`config.mk`:
```
export PLATFORM = sky130hd
export DESIGN_NAME = replica_route_capture_flat
export DESIGN_NICKNAME = d
export VERILOG_FILES = /design/src/rtl/replica_route_capture_if.sv /design/src/rtl/replica_route_capture.sv /design/src/flat_wrapper.sv
export SDC_FILE = /design/constraint.sdc
export NUM_CORES = 1
export LEC_CHECK = 0
export BUFFER_PORTS_ARGS = -buffer_cell sky130_fd_sc_hd__buf_4
export CORE_MARGIN = 1
export CORE_UTILIZATION = 40
export DETAILED_ROUTE_END_ITERATION = 10
export SETUP_SLACK_MARGIN = 0.02
export SLEW_MARGIN = 0
export SYNTH_ARGS = -nofsm -noshare
export SYNTH_HDL_FRONTEND = slang
export SYNTH_SLANG_ARGS = --single-unit
```
`constraint.sdc`:
```
create_clock -name clk -period 1.9 [get_ports clk]
set_input_delay 0.095 -clock clk [delete_from_list [all_inputs] [get_ports clk]]
set_output_delay 0.095 -clock clk [all_outputs]
set_load 0.05 [all_outputs]
```
`src/rtl/replica_route_capture_if.sv`:
```
// Bus bundle for the replica route capture block.
//   master : host / producer side (drives start, route beats, read requests)
//   slave  : capture block side (drives status flags and read data)
// Signals:
//   start, in_valid, in_data           route stream and arm pulse
//   busy, done, dup_err, range_err,
//   to_err                             capture status
//   rd_en, rd_addr, rd_valid, rd_data  1-cycle-latency buffer read port
interface replica_route_capture_if #(
    parameter int CITY_NUM = 30,
    parameter int DATA_W   = 8
);
    localparam int AW = $clog2(CITY_NUM);

    logic              start;
    logic              in_valid;
    logic [DATA_W-1:0] in_data;
    logic              busy;
    logic              done;
    logic              dup_err;
    logic              range_err;
    logic              to_err;
    logic              rd_en;
    logic [AW-1:0]     rd_addr;
    logic              rd_valid;
    logic [DATA_W-1:0] rd_data;

    modport master (
        output start, in_valid, in_data, rd_en, rd_addr,
        input  busy, done, dup_err, range_err, to_err, rd_valid, rd_data
    );

    modport slave (
        input  start, in_valid, in_data, rd_en, rd_addr,
        output busy, done, dup_err, range_err, to_err, rd_valid, rd_data
    );
endinterface

```
`src/rtl/replica_route_capture.sv`:
```
// Consumer end of the replica route stream. Captures one route of CITY_NUM
// valid beats into a local buffer, checks it is a permutation of
// 0..CITY_NUM-1 and exposes the buffer through a registered read port.
// Ports:
//   clk    clock
//   reset  asynchronous, active-low reset
//   bus    replica_route_capture_if.slave (stream in, status out, read port)
module replica_route_capture #(
    parameter int CITY_NUM = 30,
    parameter int DATA_W   = 8,
    parameter int TIMEOUT  = 255
) (
    input  logic                     clk,
    input  logic                     reset,
    replica_route_capture_if.slave   bus
);
    localparam int AW     = $clog2(CITY_NUM);
    localparam int CNT_W  = $clog2(CITY_NUM + 1);
    localparam int IDLE_W = $clog2(TIMEOUT + 1);

    typedef enum logic [1:0] {S_IDLE, S_ARMED, S_CAPTURE, S_DONE} state_t;

    state_t              state_q, state_d;
    logic [CNT_W-1:0]    count_q;
    logic [IDLE_W-1:0]   idle_q;
    logic [CITY_NUM-1:0] seen_q;
    logic [DATA_W-1:0]   buf_q [CITY_NUM];

    logic busy_q, done_q, dup_q, range_q, to_q;
    logic rd_valid_q;
    logic [DATA_W-1:0] rd_data_q;

    logic accept;     // beat stored this cycle
    logic timeout;    // idle limit reached this cycle
    logic in_range;
    logic dup_hit;

    // ------------------------------------------------------------------
    // Beat classification
    // ------------------------------------------------------------------
    assign in_range = (bus.in_data < DATA_W'(CITY_NUM));

    always_comb begin
        dup_hit = 1'b0;
        for (int i = 0; i < CITY_NUM; i++) begin
            if (bus.in_data == DATA_W'(i) && seen_q[i])
                dup_hit = 1'b1;
        end
    end

    // ------------------------------------------------------------------
    // FSM next state. start wins over everything, including a beat
    // presented in the same cycle.
    // ------------------------------------------------------------------
    always_comb begin
        state_d = state_q;
        accept  = 1'b0;
        timeout = 1'b0;
        if (bus.start) begin
            state_d = S_ARMED;
        end else begin
            unique case (state_q)
                S_ARMED: begin
                    if (bus.in_valid) begin
                        accept  = 1'b1;
                        state_d = (count_q == CNT_W'(CITY_NUM - 1)) ? S_DONE : S_CAPTURE;
                    end
                end
                S_CAPTURE: begin
                    if (bus.in_valid) begin
                        accept = 1'b1;
                        if (count_q == CNT_W'(CITY_NUM - 1))
                            state_d = S_DONE;
                    end else if (idle_q == IDLE_W'(TIMEOUT - 1)) begin
                        // this idle cycle brings the counter to TIMEOUT
                        timeout = 1'b1;
                        state_d = S_IDLE;
                    end
                end
                default: state_d = state_q;
            endcase
        end
    end

    always_ff @(posedge clk or negedge reset) begin
        if (!reset) state_q <= S_IDLE;
        else        state_q <= state_d;
    end

    // ------------------------------------------------------------------
    // Counters, bitmap, status flags
    // ------------------------------------------------------------------
    always_ff @(posedge clk or negedge reset) begin
        if (!reset) begin
            count_q <= '0;
            idle_q  <= '0;
            seen_q  <= '0;
            busy_q  <= 1'b0;
            done_q  <= 1'b0;
            dup_q   <= 1'b0;
            range_q <= 1'b0;
            to_q    <= 1'b0;
        end else begin
            busy_q <= (state_d == S_ARMED) || (state_d == S_CAPTURE);
            done_q <= (state_d == S_DONE);
            if (bus.start) begin
                count_q <= '0;
                idle_q  <= '0;
                seen_q  <= '0;
                dup_q   <= 1'b0;
                range_q <= 1'b0;
                to_q    <= 1'b0;
            end else if (accept) begin
                count_q <= count_q + 1'b1;
                idle_q  <= '0;
                if (!in_range)    range_q <= 1'b1;
                else if (dup_hit) dup_q   <= 1'b1;
                for (int i = 0; i < CITY_NUM; i++) begin
                    if (bus.in_data == DATA_W'(i))
                        seen_q[i] <= 1'b1;
                end
            end else if (state_q == S_CAPTURE) begin
                if (idle_q != '1)
                    idle_q <= idle_q + 1'b1;
                if (timeout)
                    to_q <= 1'b1;
            end
        end
    end

    // ------------------------------------------------------------------
    // Route buffer (not reset) and read port. The read samples buf_q
    // before the same-edge write lands, so read/write collisions return
    // the old data.
    // ------------------------------------------------------------------
    always_ff @(posedge clk) begin
        if (accept)
            buf_q[count_q[AW-1:0]] <= bus.in_data;
    end

    always_ff @(posedge clk or negedge reset) begin
        if (!reset) begin
            rd_valid_q <= 1'b0;
            rd_data_q  <= '0;
        end else begin
            rd_valid_q <= bus.rd_en;
            if (bus.rd_en) begin
                if ({1'b0, bus.rd_addr} < (AW + 1)'(CITY_NUM))
                    rd_data_q <= buf_q[bus.rd_addr];
                else
                    rd_data_q <= '0;
            end
        end
    end

    assign bus.busy      = busy_q;
    assign bus.done      = done_q;
    assign bus.dup_err   = dup_q;
    assign bus.range_err = range_q;
    assign bus.to_err    = to_q;
    assign bus.rd_valid  = rd_valid_q;
    assign bus.rd_data   = rd_data_q;
endmodule
```
`src/flat_wrapper.sv`:
```
// flat-port wrapper written by rule: the top's interface ports become plain ports
module replica_route_capture_flat 
#(
    parameter int CITY_NUM = 30,
    parameter int DATA_W   = 8,
    parameter int TIMEOUT  = 255
)
  (clk, reset, bus_start, bus_in_valid, bus_in_data, bus_rd_en, bus_rd_addr, bus_busy, bus_done, bus_dup_err, bus_range_err, bus_to_err, bus_rd_valid, bus_rd_data);
  replica_route_capture_if #(.CITY_NUM(CITY_NUM), .DATA_W(DATA_W)) bus_i ();
  input  logic clk;
  input  logic reset;
  input wire logic [$bits(bus_i.start)-1:0] bus_start;
  input wire logic [$bits(bus_i.in_valid)-1:0] bus_in_valid;
  input wire logic [$bits(bus_i.in_data)-1:0] bus_in_data;
  input wire logic [$bits(bus_i.rd_en)-1:0] bus_rd_en;
  input wire logic [$bits(bus_i.rd_addr)-1:0] bus_rd_addr;
  output wire logic [$bits(bus_i.busy)-1:0] bus_busy;
  output wire logic [$bits(bus_i.done)-1:0] bus_done;
  output wire logic [$bits(bus_i.dup_err)-1:0] bus_dup_err;
  output wire logic [$bits(bus_i.range_err)-1:0] bus_range_err;
  output wire logic [$bits(bus_i.to_err)-1:0] bus_to_err;
  output wire logic [$bits(bus_i.rd_valid)-1:0] bus_rd_valid;
  output wire logic [$bits(bus_i.rd_data)-1:0] bus_rd_data;
  assign bus_i.start = bus_start;
  assign bus_i.in_valid = bus_in_valid;
  assign bus_i.in_data = bus_in_data;
  assign bus_i.rd_en = bus_rd_en;
  assign bus_i.rd_addr = bus_rd_addr;
  assign bus_busy = bus_i.busy;
  assign bus_done = bus_i.done;
  assign bus_dup_err = bus_i.dup_err;
  assign bus_range_err = bus_i.range_err;
  assign bus_to_err = bus_i.to_err;
  assign bus_rd_valid = bus_i.rd_valid;
  assign bus_rd_data = bus_i.rd_data;
  replica_route_capture #(.CITY_NUM(CITY_NUM), .DATA_W(DATA_W), .TIMEOUT(TIMEOUT)) u_core (.clk(clk), .reset(reset), .bus(bus_i));
endmodule
```
==> impl_metrics.toml <==
[clock_network]
cts-root-buf = "clkbuf_16"
htree_num_levels = 1
clk_path_buf_depth = 3
clkSinkCount = 299
cts.clk_slew.worst_paths_ps = 60
cts_tree = "yes"
cts_buffers = 30
clk_latency_ps = 560

[sta]
layout_min_cycle_time_ps = 1820
setup_tns_ps = 0
fin_skew_ps = 24.9
fin_crit_sh = 0.956
tightest_slew_ps = 804
setup_viol = 0
final_max_slew_viol_count = 0
max-slew-margin-rel = 0.464
hold_viol = 0
rsz0062_at_grt = "true"
fmax_ghz = 0.551

[placement]
place_area_um2 = 13400
port_buffers = 31
hpwl_mm = 17.8
place.gp.congestion = 0.816

[cells_and_area]
nFillCells = 2456
drive_above_1_share = 0.292
syn2layout_area_growth_pct = 19.9
final_cell_mix = "edfxtp_1 (240), buf_4 (69), dfrtp_1 (59)"
finish.net_count = 838
final_area_um2 = 14700
antenna_cells = 0
fin_util = 0.492
mostFrequentLayoutCell = "edfxtp_1"

[die]
die_h_um = 177
rows = 63
design.core.area_um2 = 29900
io_pins = 32
die_x_um = 177
die_area_um2 = 31400
start_util = 0.410

[setup_path]
max_stage_delay_ps = 400
crit_chain = "inv_2, ha_4, nand2b_4, nor2_4, buf_12, nand2_8, nor2_4"
crit_family = "simple AND/OR/NAND/NOR gates"
criticalPathCategory = "reg2reg"
end_kind = "register"
crit_slowest_cell = "dfrtp_1"
crit_buf_inv = 2
path_common_cell = "nor2_4"
cp_data_arrival_time_ps = 2040
critPathMaxFanout = 8
worst_setup_path_start_kind = "register"
crit_required_ps = 2130

[grt]
grt_pass1_wl_mm = 42.6
track_usage = 0.181
grt_pass1_vias = 7019
grt_max_degree = 60
grt_overflow = 0
antenna_found_initial = 0

[route]
firstDrtPassIters = 6
drc_errors = 0
vias_per_cell = 5.49
wl_per_cell_um = 22.3
drt-initial-drc-count = 624
wl_mm = 27.3
vias = 6722
ant_nets = 0

[yosys]
synth_ff_type = "edfxtp_1"
synth_seq_cells = 299
syn_avg_cell_area_um2 = 16.7
syn_area_um2 = 12300
async_flop_share = 0.197
syn_nets = 763
syn_inst = 736
synth_edf_count = 240
ys_seq_area_frac = 0.708
synth_warnings = 0
netlist-cell-type-count = 51

[min_path]
hold_path_class = "in2reg"

[pwr]
p_leak_nw = 4.96
p_per_area_nw_per_um2 = 1040
max-vdd-ir-drop_v = 0.000772

[job]
drv_cap = 0

[outcome]
outcome = "completed"
-- synthesized netlist by cell type, drive strengths merged (9+ instances only) --
| library cell | number | area (um2) |
|---|---|---|
| nand2 | 33 | 124 |
| o22ai | 29 | 181 |
| mux4 | 57 | 1310 |
| dfrtp | 59 | 1480 |
| nor2 | 68 | 255 |
| mux2i | 19 | 190 |
| a21oi | 17 | 85.1 |
| nand3 | 13 | 65.1 |
| edfxtp | 240 | 7210 |
| buf | 18 | 133 |
| inv | 34 | 128 |
| nand2b | 14 | 87.6 |
| ha | 9 | 113 |
| mux2 | 18 | 203 |
| clkbuf | 24 | 90.1 |
-- area by class of cell --
class                   count  area, um2  share of cell area
clock buffers              33        762              0.0518
clock inverters            23        293              0.0199
well taps                 390        488              0.0332
multi-input cells         361       3580               0.243
flip-flops and latches    299       8680               0.591
repair buffers             85        768              0.0523
inverters                  34        128             0.00868
-- timing repair --
item | 4_1_cts | 5_1_grt
buffers inserted | 3 | 4
pin swaps | 5 | 8
hold buffers | 7 | 0
hold endpoints to repair | 97 | 0
gates resized for setup | 5 | 6
endpoints found under the setup margin | 187 | 200
-- report_power, final --
part | internal, W | leakage [nW] | switching (W) | total (W)
logic | 0.000688 | 1.50 | 0.00108 | 0.00177
clock network | 0.00373 | 0.506 | 0.00247 | 0.00620
registers | 0.00723 | 2.96 | 0.0000950 | 0.00733
total | 0.0116 | 4.96 | 0.00365 | 0.0153
-- cells by family (layout without fill, tap and decap cells) --
kind of cell    count (synthesis)  after routing  synth area share
buf+inv                        76            175            0.0286
simple gates                  164            164            0.0626
xor+xnor                       11             11           0.00786
fa+ha+maj                       9              9           0.00918
flops                         299            299             0.708
mux                            94             94             0.139
compound gates                 83             83            0.0451
-- sequential cells by signal, indices dropped and copies added (netlist names) --
signal and flops:
u_core.bus.done 1, u_core.bus.range_err 1, u_core.state_q 2, u_core.bus.dup_err 1, u_core.idle_q 8, u_core.bus.to_err 1, u_core.count_q 5, u_core.bus.rd_valid 1
u_core.buf_q 240, u_core.seen_q 30, u_core.bus.busy 1, u_core.bus.rd_data 8
-- tightest hold or removal path: stages --
cell,delay [ps]
buf_4,100
nor2b_1,150
o211ai_2,120
nand3_1,70
-- metrics by stage --
| step | cells | total power [W] | hold slack (ps) | setup WS [ps] |
|---|---|---|---|---|
| global placement | 1155 | 0.00907 | 205 | -19.5 |
| CTS | 1221 | 0.0154 | 2.42 | 39.2 |
| detailed placement | 1155 | 0.00912 | 232 | -81.2 |
| finish | 1225 | 0.0153 | 17.6 | 84.1 |
| floorplan | 736 | 0.00848 | -201 | -56.6 |
| global route | 1225 | 0.0158 | 22.8 | 13.3 |
-- metal layers --
metal	routed length, um	vias up	GRT usage
met5	0	-	0
met4	389	0	0.0356
met3	1260	30	0.0243
met2	13300	176	0.295
met1	12400	3514	0.262
li1	-	3002	-
-- path summary, 6_finish.rpt --
kind	end	start	slack, ps	depth (start not counted)
max	u_core.buf_q[13][7]$_DFFE_PP_	u_core.state_q[0]$_DFF_PN0_	80	7
min	u_core.bus.rd_data[6]$_DFFE_PN0P_	bus_rd_addr[4]	20	4
max reg2reg	u_core.buf_q[13][7]$_DFFE_PP_	u_core.state_q[0]$_DFF_PN0_	80	7
min reg2reg	u_core.seen_q[28]$_DFFE_PN0P_	u_core.seen_q[28]$_DFFE_PN0P_	500	2
max in group asynchronous	u_core.seen_q[29]$_DFFE_PN0P_	reset	1190	2
min in group asynchronous	u_core.seen_q[14]$_DFFE_PN0P_	reset	160	2
(Power assumes the default switching activity.)
